<file path="config.mk">
export PLATFORM = sky130hd
export DESIGN_NAME = digit_serial_adder
export DESIGN_NICKNAME = d
export VERILOG_FILES = /design/src/rtl/digit_serial_adder_pkg.sv /design/src/rtl/digit_adder.sv /design/src/rtl/digit_serial_adder.sv
export SDC_FILE = /design/constraint.sdc
export NUM_CORES = 1
export LEC_CHECK = 0
export CAP_MARGIN = 15
export CORE_ASPECT_RATIO = 1.1
export CORE_MARGIN = 2
export CORE_UTILIZATION = 55
export DETAILED_ROUTE_END_ITERATION = 10
export HOLD_SLACK_MARGIN = 0.02
export PLACE_DENSITY = 0.89
export SLEW_MARGIN = 10
export SYNTH_ARGS = -nofsm -noshare
export SYNTH_HDL_FRONTEND = slang
export SYNTH_SLANG_ARGS = --single-unit
</file>
<file path="constraint.sdc">
create_clock -name clk -period 4.81 [get_ports clk]
set_clock_uncertainty 0.2 [all_clocks]
set_input_delay 1.2025 -clock clk [delete_from_list [all_inputs] [get_ports clk]]
set_output_delay 1.2025 -clock clk [all_outputs]
set_load 0.05 [all_outputs]
</file>
<file path="src/rtl/digit_serial_adder_pkg.sv">
// Shared types and sizing helpers for the digit-serial adder.
package digit_serial_adder_pkg;

  typedef enum logic [1:0] {
    IDLE = 2'd0,
    RUN  = 2'd1,
    DONE = 2'd2
  } state_t;

  // Digit counter width: ceil(log2(n)), never less than one bit.
  function automatic int unsigned cnt_width(input int unsigned n);
    return (n <= 1) ? 1 : $clog2(n);
  endfunction

endpackage

</file>
<file path="src/rtl/digit_adder.sv">
// Combinational DIGIT-bit ripple-carry slice; exposes the carry into the top bit for overflow.
module digit_adder #(
  parameter int unsigned DIGIT = 2
) (
  input  logic [DIGIT-1:0] x,
  input  logic [DIGIT-1:0] y,
  input  logic             cin,
  output logic [DIGIT-1:0] sum,
  output logic             cout,
  output logic             c_msb
);

  // Bitwise ripple through the slice.
  always_comb begin
    logic [DIGIT:0] v_c;
    v_c    = '0;
    sum    = '0;
    v_c[0] = cin;
    for (int i = 0; i < DIGIT; i++) begin
      sum[i]   = x[i] ^ y[i] ^ v_c[i];
      v_c[i+1] = (x[i] & y[i]) | (x[i] & v_c[i]) | (y[i] & v_c[i]);
    end
    cout  = v_c[DIGIT];
    c_msb = v_c[DIGIT-1];
  end

endmodule

</file>
<file path="src/rtl/digit_serial_adder.sv">
// Iterative add/subtract: DIGIT bits per clock with a registered carry between digits.
module digit_serial_adder
  import digit_serial_adder_pkg::*;
#(
  parameter int unsigned WIDTH = 8,
  parameter int unsigned DIGIT = 2
) (
  input  logic             clk,
  input  logic             rst,
  input  logic             start,
  input  logic             sub,
  input  logic [WIDTH-1:0] a,
  input  logic [WIDTH-1:0] b,
  input  logic             ci,
  output logic             busy,
  output logic             done,
  output logic [WIDTH-1:0] s,
  output logic             co,
  output logic             ovf
);

  localparam int unsigned N  = WIDTH / DIGIT;
  localparam int unsigned CW = cnt_width(N);

  state_t           r_state;
  state_t           w_next_state;
  logic [WIDTH-1:0] r_a_sh;
  logic [WIDTH-1:0] r_b_sh;
  logic             r_carry;
  logic [WIDTH-1:0] r_res_sh;
  logic [CW-1:0]    r_cnt;
  logic [WIDTH-1:0] r_s;
  logic             r_co;
  logic             r_ovf;

  logic [DIGIT-1:0] w_sum;
  logic             w_cout;
  logic             w_c_msb;
  logic [WIDTH-1:0] w_res_next;
  logic             w_last;

  digit_adder #(.DIGIT(DIGIT)) u_slice (
    .x     (r_a_sh[DIGIT-1:0]),
    .y     (r_b_sh[DIGIT-1:0]),
    .cin   (r_carry),
    .sum   (w_sum),
    .cout  (w_cout),
    .c_msb (w_c_msb)
  );

  // New sum digit enters at the top so the first digit ends at bit 0.
  generate
    if (DIGIT == WIDTH) begin : g_single
      assign w_res_next = w_sum;
    end else begin : g_multi
      assign w_res_next = {w_sum, r_res_sh[WIDTH-1:DIGIT]};
    end
  endgenerate

  assign w_last = (r_cnt == CW'(N - 1));

  // State register.
  always_ff @(posedge clk or posedge rst) begin
    if (rst) r_state <= IDLE;
    else     r_state <= w_next_state;
  end

  // Next-state logic; start only matters in IDLE.
  always_comb begin
    w_next_state = r_state;
    case (r_state)
      IDLE:    if (start) w_next_state = RUN;
      RUN:     if (w_last) w_next_state = DONE;
      DONE:    w_next_state = IDLE;
      default: w_next_state = IDLE;
    endcase
  end

  // Handshake outputs decoded from the state register.
  always_comb begin
    busy = 1'b0;
    done = 1'b0;
    case (r_state)
      RUN:     busy = 1'b1;
      DONE:    done = 1'b1;
      default: ;
    endcase
  end

  // Operand capture, digit iteration and final result load.
  always_ff @(posedge clk or posedge rst) begin
    if (rst) begin
      r_a_sh   <= '0;
      r_b_sh   <= '0;
      r_carry  <= 1'b0;
      r_res_sh <= '0;
      r_cnt    <= '0;
      r_s      <= '0;
      r_co     <= 1'b0;
      r_ovf    <= 1'b0;
    end else begin
      if (r_state == IDLE && start) begin
        r_a_sh  <= a;
        r_b_sh  <= b ^ {WIDTH{sub}};
        r_carry <= sub | ci;
        r_cnt   <= '0;
      end else if (r_state == RUN) begin
        r_a_sh   <= r_a_sh >> DIGIT;
        r_b_sh   <= r_b_sh >> DIGIT;
        r_carry  <= w_cout;
        r_res_sh <= w_res_next;
        r_cnt    <= r_cnt + CW'(1);
        if (w_last) begin
          r_s   <= w_res_next;
          r_co  <= w_cout;
          r_ovf <= w_c_msb ^ w_cout;
        end
      end
    end
  end

  assign s   = r_s;
  assign co  = r_co;
  assign ovf = r_ovf;

endmodule

</file>
==> results of run 1 <==
==> path summary, 6_finish.rpt <==
kind / endpoint / slack, ns / cells past startpoint
max reg2reg: r_res_sh[2] / 2.77 / 3
min in group asynchronous: r_cnt[0] / 1.07 / 3
min: s[0] / 0.29 / 1
min reg2reg: s[0] / 0.29 / 1
max in group asynchronous: ovf / 3.01 / 3
max: busy / 1.17 / 2
==> metrics by stage <==
step / instance area (µm²) / hold slack [ns] / worst slack [ns] / util, %
2_1_floorplan: 1770 / 0.250 / 1.93 / -
3_3_place_gp: 2080 / 0.259 / 1.48 / 68.3
3_5_place_dp: 2080 / 0.270 / 1.39 / 68.3
4_1_cts: 2130 / 0.293 / 1.16 / 70.0
5_1_grt: 2130 / 0.312 / 1.04 / 70.0
6_report: 2130 / 0.285 / 1.17 / 70.0
==> layout by cell type, fill, tap and decap left out, types with 2 or more instances in the layout <==
master / Yosys / final
clkbuf_4: 0 / 5
o21ai_1: 13 / 13
o32ai_1: 6 / 6
a21oi_1: 11 / 11
nor2b_1: 11 / 11
a221o_1: 6 / 6
clkbuf_1: 1 / 3
a2bb2oi_1: 2 / 2
a22oi_1: 7 / 7
dfrtp_1: 37 / 37
buf_4: 1 / 2
nand2_1: 7 / 7
nor2_1: 5 / 5
inv_1: 11 / 11
clkdlybuf4s50_1: 0 / 32
xnor2_1: 7 / 7
mux2_1: 10 / 10
xor2_1: 2 / 2
fa_1: 2 / 2
==> critical path: cells and delay by family (launching register included) <==
family	cells	cell delay, ns
flops	1	0.83
buf+inv	1	0.83
simple gates	1	0.24
==> flip-flops by register name, summed over array words and instances, names as in the netlist <==
| signal | count |
|---|---|
| r_res_sh | 6 |
| ovf | 1 |
| co | 1 |
| r_b_sh | 8 |
| s | 8 |
| r_carry | 1 |
| r_state | 2 |
| r_cnt | 2 |
| r_a_sh | 8 |
==> power by group <==
| group | internal, mW | switching [mW] |
|---|---|---|
| combinational | 0.291 | 0.388 |
| clock | 0.0583 | 0.0938 |
| sequential | 0.451 | 0.120 |
==> synth_stat cells (all sizes together) <==
| library cell | count | area, µm² |
|---|---|---|
| a22oi | 7 | 52.6 |
| o21ai | 13 | 65.1 |
| a221o | 6 | 60.1 |
| o32ai | 6 | 52.6 |
| nand3b | 1 | 20.0 |
| inv | 12 | 45.0 |
| clkbuf | 1 | 3.75 |
| a22o | 1 | 8.76 |
| xnor2 | 7 | 61.3 |
| fa | 2 | 40.0 |
| nor2 | 5 | 18.8 |
| nor2b | 11 | 68.8 |
| buf | 12 | 62.6 |
| xor2 | 2 | 17.5 |
| dfrtp | 37 | 926 |
| o21a | 1 | 7.51 |
| o21bai | 1 | 7.51 |
| nand2 | 7 | 26.3 |
| mux2 | 11 | 124 |
| ha | 1 | 12.5 |
| a32o | 1 | 10.0 |
| a21oi | 11 | 55.1 |
| a2bb2oi | 2 | 17.5 |
| or3b | 1 | 8.76 |
==> per-layer routing <==
metal | vias up | global-route usage [%] | share of wire (%)
met5 | - | 0 | 0
met4 | 0 | 8.14 | 1.3
met3 | 4 | 5.95 | 6.1
met2 | 45 | 35.2 | 51
met1 | 638 | 26.4 | 41
li1 | 618 | - | -
==> area by class of cell <==
cell class,instances,area [µm²],share of cell area (%)
multi-input cells,97,734,34.4
repair buffers,34,335,15.7
flip-flops and latches,37,926,43.4
clock buffers,8,48.8,2.29
inverters,12,45.0,2.11
well taps,34,42.5,2.00
==> logic make-up (layout without fill, tap and decap cells) <==
| kind of cell | count (synthesis) | in the layout | synth area share (%) |
|---|---|---|---|
| adders and majority gates | 3 | 3 | 2.97 |
| DFF | 37 | 37 | 52.3 |
| muxes | 11 | 11 | 6.99 |
| AOI/OAI and AO/OA | 49 | 49 | 19.0 |
| buffers and inverters | 25 | 54 | 6.28 |
| and+or+nand+nor | 25 | 25 | 8.05 |
| xor gates and xnor gates | 9 | 9 | 4.45 |
==> results.json, run 1 <==
{
  "outcome": "completed",
  "relSlewSlack_pct": 50.7,
  "cts-buffers-inserted": 5,
  "fp-row-count": 21,
  "htreeDepth": 2,
  "grt_pass1_vias": 1350,
  "nNetsFinal": 211,
  "synth_cell_types": 27,
  "required_ns": 3.41,
  "cp.arrival_ns": 2.24,
  "clk_pin_slew_ns": 0.10,
  "worstSetupPathType": "reg -> out",
  "drv_slew": 0,
  "crit_slowest_cell": "dfrtp_1",
  "yosysSeqAreaShare_pct": 52.3,
  "io_pins": 33,
  "syn-instance-count": 159,
  "drtIter0Drc": 41,
  "crit_path_start": "r_state[0]",
  "clock_latency_ns": 0.33,
  "first_pass_iters": 4,
  "final_cells": 222,
  "cts_tree": "yes",
  "powerDensity_nw_per_um2": 657,
  "grt_antenna_before_repair": 0,
  "max-vdd-ir-drop_mv": 0.559,
  "syn-num-nets": 183,
  "start_kind": "register",
  "via_count": 1305,
  "ctsHoldBuffers": 0,
  "io_buffers": 32,
  "clock-sinks": 37,
  "grt-ovfl-total": 0,
  "max_clock_freq_mhz": 275,
  "hp-class": "reg -> reg",
  "place_inst": 214,
  "setup_violations": 0,
  "hold_violations": 0,
  "finalSetupTns_ns": 0,
  "cts_root_buf": "clkbuf_4",
  "cts_resized": 0,
  "hp-start": "r_res_sh[2]",
  "tightest_slew_ns": 0.739,
  "ys_ff_latch": 37,
  "yosysWarningCount": 0,
  "maxCapViolations": 0,
  "crit_path_end_kind": "output pin",
  "die_h_um": 63.5,
  "grtUsageTotal_pct": 21.4,
  "antenna-diode-count": 0,
  "syn_area_um2": 1770,
  "postCtsSetupBuffers": 0,
  "finalPower_mw": 1.40,
  "fillerInstances": 232,
  "drive_above_1_share_pct": 5.32,
  "power_leakage_nw": 0.904,
  "dpl.hpwl_um": 2270,
  "max_stage_delay_ns": 0.83,
  "initial_core_util_pct": 58.1,
  "wire_per_inst_um": 15.1,
  "drtAntennaViolNets": 0,
  "place.gp.congestion": 0.726,
  "areaGrowthSynthToFinish_pct": 20.3,
  "die_area_um2": 3690,
  "cts_buffer_depth": 2,
  "cp_max_fo": 23,
  "path_cells": "nor2b_1, clkdlybuf4s50_1",
  "core_area_um2": 3050,
  "fp.dieW_um": 58.1,
  "wirelength_um": 3340,
  "avgSynthCellArea_um2": 11.1,
  "rsz0062_at_grt": "false",
  "r2r_start": "r_state[0]",
  "viasPerCell": 5.88,
  "grt_max_degree": 38,
  "drc": 0,
  "grt_pass1_wl_um": 5970,
  "finalCritPeriodShare_pct": 75.7,
  "min_period_ns": 3.64
}
(Power assumes the default switching activity.)
==> run 2: changes to the inputs <==
Settings changed: CORE_UTILIZATION 55 to 51, PLACE_DENSITY 0.89 to 0.83.
Clock period 4.81 ns to 3.68 ns, I/O delays scaled along.
==> run 2 against run 1 <==
Compared with the run above:
- largest cell class unchanged
- critical path type unchanged
- total power up 37%
- via count fell by 0.23%
- worst setup slack lost 0.52 ns
- global-route usage fell by 1.0 points
- cell area grew 3.7%
- hold slack improved by 0.0064 ns
- wire length rose by 3.4%
- count of clock-buffer cells in the layout shrank 1
==> results.json, run 2 (synthesis results as in run 1) <==
{
  "drive_above_1_share_pct": 9.38,
  "die_area_um2": 3960,
  "areaGrowthSynthToFinish_pct": 24.8,
  "min_period_ns": 3.03,
  "finalPower_mw": 1.91,
  "core_area_um2": 3330,
  "seqCellArea_um2": 926,
  "drtAntennaViolNets": 0,
  "crit_path_end_kind": "output pin",
  "clock-sinks": 37,
  "fp-row-count": 22,
  "cts-buffers-inserted": 5,
  "cts_tree": "yes",
  "postCtsSetupBuffers": 0,
  "hp-class": "reg -> reg",
  "cts_root_buf": "clkbuf_4",
  "final_common_cell": "dfrtp_1",
  "place.gp.congestion": 0.729,
  "relSlewSlack_pct": 66.3,
  "clk_pin_slew_ns": 0.11,
  "grt-ovfl-total": 0,
  "nNetsFinal": 215,
  "drv_slew": 0,
  "max_clock_freq_mhz": 330,
  "io_pins": 33,
  "rsz0062_at_grt": "false",
  "cp_max_fo": 23,
  "hold_violations": 0,
  "cts_resized": 0,
  "path_cells": "buf_4, nor2b_1, clkdlybuf4s50_1",
  "cp.arrival_ns": 1.91,
  "fillerInstances": 258,
  "wirelength_um": 3460,
  "grt_max_degree": 38,
  "dpl.hpwl_um": 2420,
  "finalCritPeriodShare_pct": 82.3,
  "most-common-layout-cells": "dfrtp_1, clkdlybuf4s50_1, o21ai_1",
  "finalSetupTns_ns": 0,
  "grt_pass1_wl_um": 5910,
  "r2r_start": "r_a_sh[0]",
  "max_stage_delay_ns": 0.80,
  "die_h_um": 65.8,
  "outcome": "completed",
  "viasPerCell": 5.43,
  "design_area_um2": 2210,
  "final_core_util_pct": 66.4,
  "drtIter0Drc": 75,
  "postPlaceCellArea_um2": 2140,
  "grt_antenna_before_repair": 0,
  "antenna-diode-count": 0,
  "crit_slowest_cell": "clkdlybuf4s50_1",
  "power_leakage_nw": 0.944,
  "drc": 0,
  "hp-start": "r_res_sh[3]",
  "io_buffers": 32,
  "cts_buffer_depth": 2,
  "required_ns": 2.56,
  "powerDensity_nw_per_um2": 865,
  "grtUsageTotal_pct": 20.4,
  "crit_path_start": "r_state[1]",
  "via_count": 1302,
  "setup_violations": 0,
  "tightest_slew_ns": 0.503,
  "start_kind": "register",
  "first_pass_iters": 4,
  "htreeDepth": 2,
  "grt_pass1_vias": 1279,
  "max-vdd-ir-drop_mv": 0.541,
  "worstSetupPathType": "reg -> out",
  "multi_input_area_um2": 734,
  "fp.dieW_um": 60.2,
  "initial_core_util_pct": 53.2,
  "ctsHoldBuffers": 0,
  "clock_latency_ns": 0.34,
  "maxCapViolations": 0,
  "wire_per_inst_um": 14.4
}
## run 2: cell count changes in the layout (fill, tap and decap cells not counted), sizes merged
cell / delta
clkdlybuf4s50: -1
clkbuf: -1
clkinv: +1
buf: +5
## run 2: worst paths after layout
path / endpoint / slack [ns] / depth (start not counted)
max in group asynchronous: r_a_sh[6] / 2.19 / 3
worst max register to register: r_carry / 1.73 / 5
min in group asynchronous: r_res_sh[5] / 0.77 / 3
worst min-delay path: s[1] / 0.29 / 1
worst max-delay path: done / 0.65 / 3
worst min register to register: s[1] / 0.29 / 1
## run 2: where the power goes
group / internal, mW / switching, mW
sequential: 0.590 / 0.109
clock: 0.111 / 0.133
combinational: 0.405 / 0.565
total: 1.11 / 0.807
## run 2: layout make-up
| cell class | instances | share of cell area [%] |
|---|---|---|
| clock buffer | 7 | 2.94 |
| clock inverter | 1 | 0.226 |
| inverter | 12 | 2.04 |
| multi-input combinational | 97 | 33.2 |
| sequential | 37 | 41.9 |
| tap | 48 | 2.72 |
| timing repair buffer | 38 | 17.0 |
## run 2: per-layer routing
metal / routed length [µm] / global-route usage, %
met2: 1790 / 32.7
met1: 1450 / 26.5
met3: 175 / 5.87
met5: 0 / 0
met4: 43 / 6.11
## run 2: per-stage QoR
stage / hold WS, ns / cells / setup WS (ns)
after floorplan: 0.250 / 159 / 1.08
after global placement: 0.260 / 232 / 1.06
after detailed placement: 0.268 / 232 / 1.00
after CTS: 0.293 / 240 / 0.659
after global routing: 0.325 / 240 / 0.564
final: 0.292 / 240 / 0.650
## run 2: worst max-delay path: cells and delay by family, from the launching register on
kind / cells / cell delay, ns
buf+inv: 2 / 1.05
simple gates: 1 / 0.17
flops: 1 / 0.33
==> run 3: changes to the inputs <==
Clock period 3.68 ns to 2.9 ns, I/O delays scaled along.
==> run 3 against run 2 <==
Compared with the run above:
- non-clock buffer count shrank 1
- clock power is 26% higher
- final cell count down 0.42%
- cell area down 0.45%
- register-to-register slack worse by 0.90 ns
- hold slack worse by 0.0027 ns
- count of clock-buffer cells in the layout did not move
- wire length rose by 0.87%
- total power rose by 27%
- sequential share of layout area rose by 0.19 points
- worst setup slack worse by 0.28 ns
- core utilization down 0.30 points
- critical path type unchanged
==> results.json, run 3 (synthesis results as in run 1) <==
{
  "outcome": "completed",
  "cts-buffers-inserted": 5,
  "start_kind": "register",
  "grt_pass1_wl_um": 5940,
  "viasPerCell": 5.48,
  "path_cells": "nor2b_1, buf_12",
  "die_h_um": 65.8,
  "initial_core_util_pct": 53.2,
  "nNetsFinal": 214,
  "grtUsageTotal_pct": 20.2,
  "drive_above_1_share_pct": 9.42,
  "max_stage_delay_ns": 0.82,
  "dpl.hpwl_um": 2540,
  "postPlaceCellArea_um2": 2130,
  "hold_violations": 0,
  "drv_slew": 0,
  "clock_latency_ns": 0.35,
  "cts_root_buf": "clkbuf_4",
  "r2r_setup_slack_ns": 0.83,
  "powerDensity_nw_per_um2": 1100,
  "htreeDepth": 2,
  "io_buffers": 32,
  "max_clock_freq_mhz": 396,
  "power_leakage_nw": 0.941,
  "cp_max_fo": 23,
  "worst-path-buf-inv": 1,
  "finalCritPeriodShare_pct": 87.2,
  "most-common-layout-cells": "dfrtp_1, clkdlybuf4s50_1, o21ai_1",
  "r2r_start": "r_state[1]",
  "timing.critical_path.depth": 2,
  "rsz0062_at_grt": "false",
  "ctsHoldBuffers": 0,
  "setup_violations": 0,
  "maxCapViolations": 0,
  "grt_max_degree": 38,
  "io_pins": 33,
  "cts_buffer_depth": 2,
  "cts_tree": "yes",
  "routedLengthMet1_um": 1410,
  "required_ns": 1.98,
  "hp-class": "reg -> reg",
  "final_common_cell": "dfrtp_1",
  "areaGrowthSynthToFinish_pct": 24.2,
  "clock-sinks": 37,
  "antenna-diode-count": 0,
  "max-vdd-ir-drop_mv": 0.715,
  "drtIter0Drc": 47,
  "grt_antenna_before_repair": 0,
  "fp.dieW_um": 60.2,
  "top_layer": "met4",
  "grt-ovfl-total": 0,
  "cp.arrival_ns": 1.60,
  "design_area_um2": 2200,
  "fp-row-count": 22,
  "cts_resized": 0,
  "wirelength_um": 3490,
  "drtAntennaViolNets": 0,
  "dr_wl_met2_um": 1840,
  "worst-r2r-cell-count": 3,
  "relSlewSlack_pct": 52.1,
  "postCtsSetupBuffers": 0,
  "crit_path_end_kind": "output pin",
  "grt_pass1_vias": 1350,
  "via_count": 1309,
  "first_pass_iters": 4,
  "dr_wl_met3_um": 168,
  "finalPower_mw": 2.43,
  "hp-start": "r_res_sh[2]",
  "crit_slowest_cell": "dfrtp_1",
  "clk_pin_slew_ns": 0.11,
  "place.gp.congestion": 0.718,
  "wire_per_inst_um": 14.6,
  "holdPathEnd": "s[0]",
  "place_ws_ns": 0.437,
  "r2r-end": "r_res_sh[5]",
  "die_area_um2": 3960,
  "drc": 0,
  "tightest_slew_ns": 0.719,
  "finalSetupTns_ns": 0,
  "min_path_cells": 1,
  "fin_ws_ns": 0.372,
  "worstSetupPathType": "reg -> out",
  "critical_path.top_delay_family": "flip-flops",
  "whs_ns": 0.289,
  "min_period_ns": 2.53,
  "core_area_um2": 3330
}
==> run 3: how the worst max path moves through the flow <==
stage                           from         to  slack [ns]
after floorplan           r_state[1]       done        0.50
after global placement         start  r_b_sh[5]        0.54
after detailed placement       start  r_b_sh[4]        0.44
after CTS                 r_state[1]       busy        0.38
after global routing      r_state[1]       done        0.27
final                     r_state[1]       busy        0.37
==> run 3: layer usage <==
layer	GRT usage, %	vias up
li1	-	620
met1	24.5	648
met2	33.2	34
met3	6.65	7
met4	7.22	0
met5	0	-
==> run 3: area by class of cell <==
class / instances / area [µm²]
repair buffers: 37 / 365
well taps: 48 / 60.1
flip-flops and latches: 37 / 926
clock buffers: 7 / 65.1
fillers: 259 / 1130
multi-input cells: 97 / 734
inverters: 12 / 45.0
clock inverters: 1 / 5.00
==> run 3: worst register-to-register path, stage by stage (launching register included) <==
cell and delay (ns):
dfrtp_1 0.66, nor2b_1 0.40, buf_4 0.33, mux2_1 0.36
==> run 3: metrics by stage <==
step                std cells  utilization [%]
detailed placement        231             64.0
global route              239             66.1
CTS                       239             66.1
global placement          231             64.0
floorplan                 159                -
finish                    239             66.1
==> run 3: power breakdown <==
part / internal (mW) / leakage, nW / total [mW] / switching (mW)
Combinational: 0.509 / 0.441 / 1.20 / 0.692
Clock: 0.140 / 0.0413 / 0.308 / 0.167
Sequential: 0.749 / 0.459 / 0.916 / 0.167
Total: 1.40 / 0.941 / 2.43 / 1.03
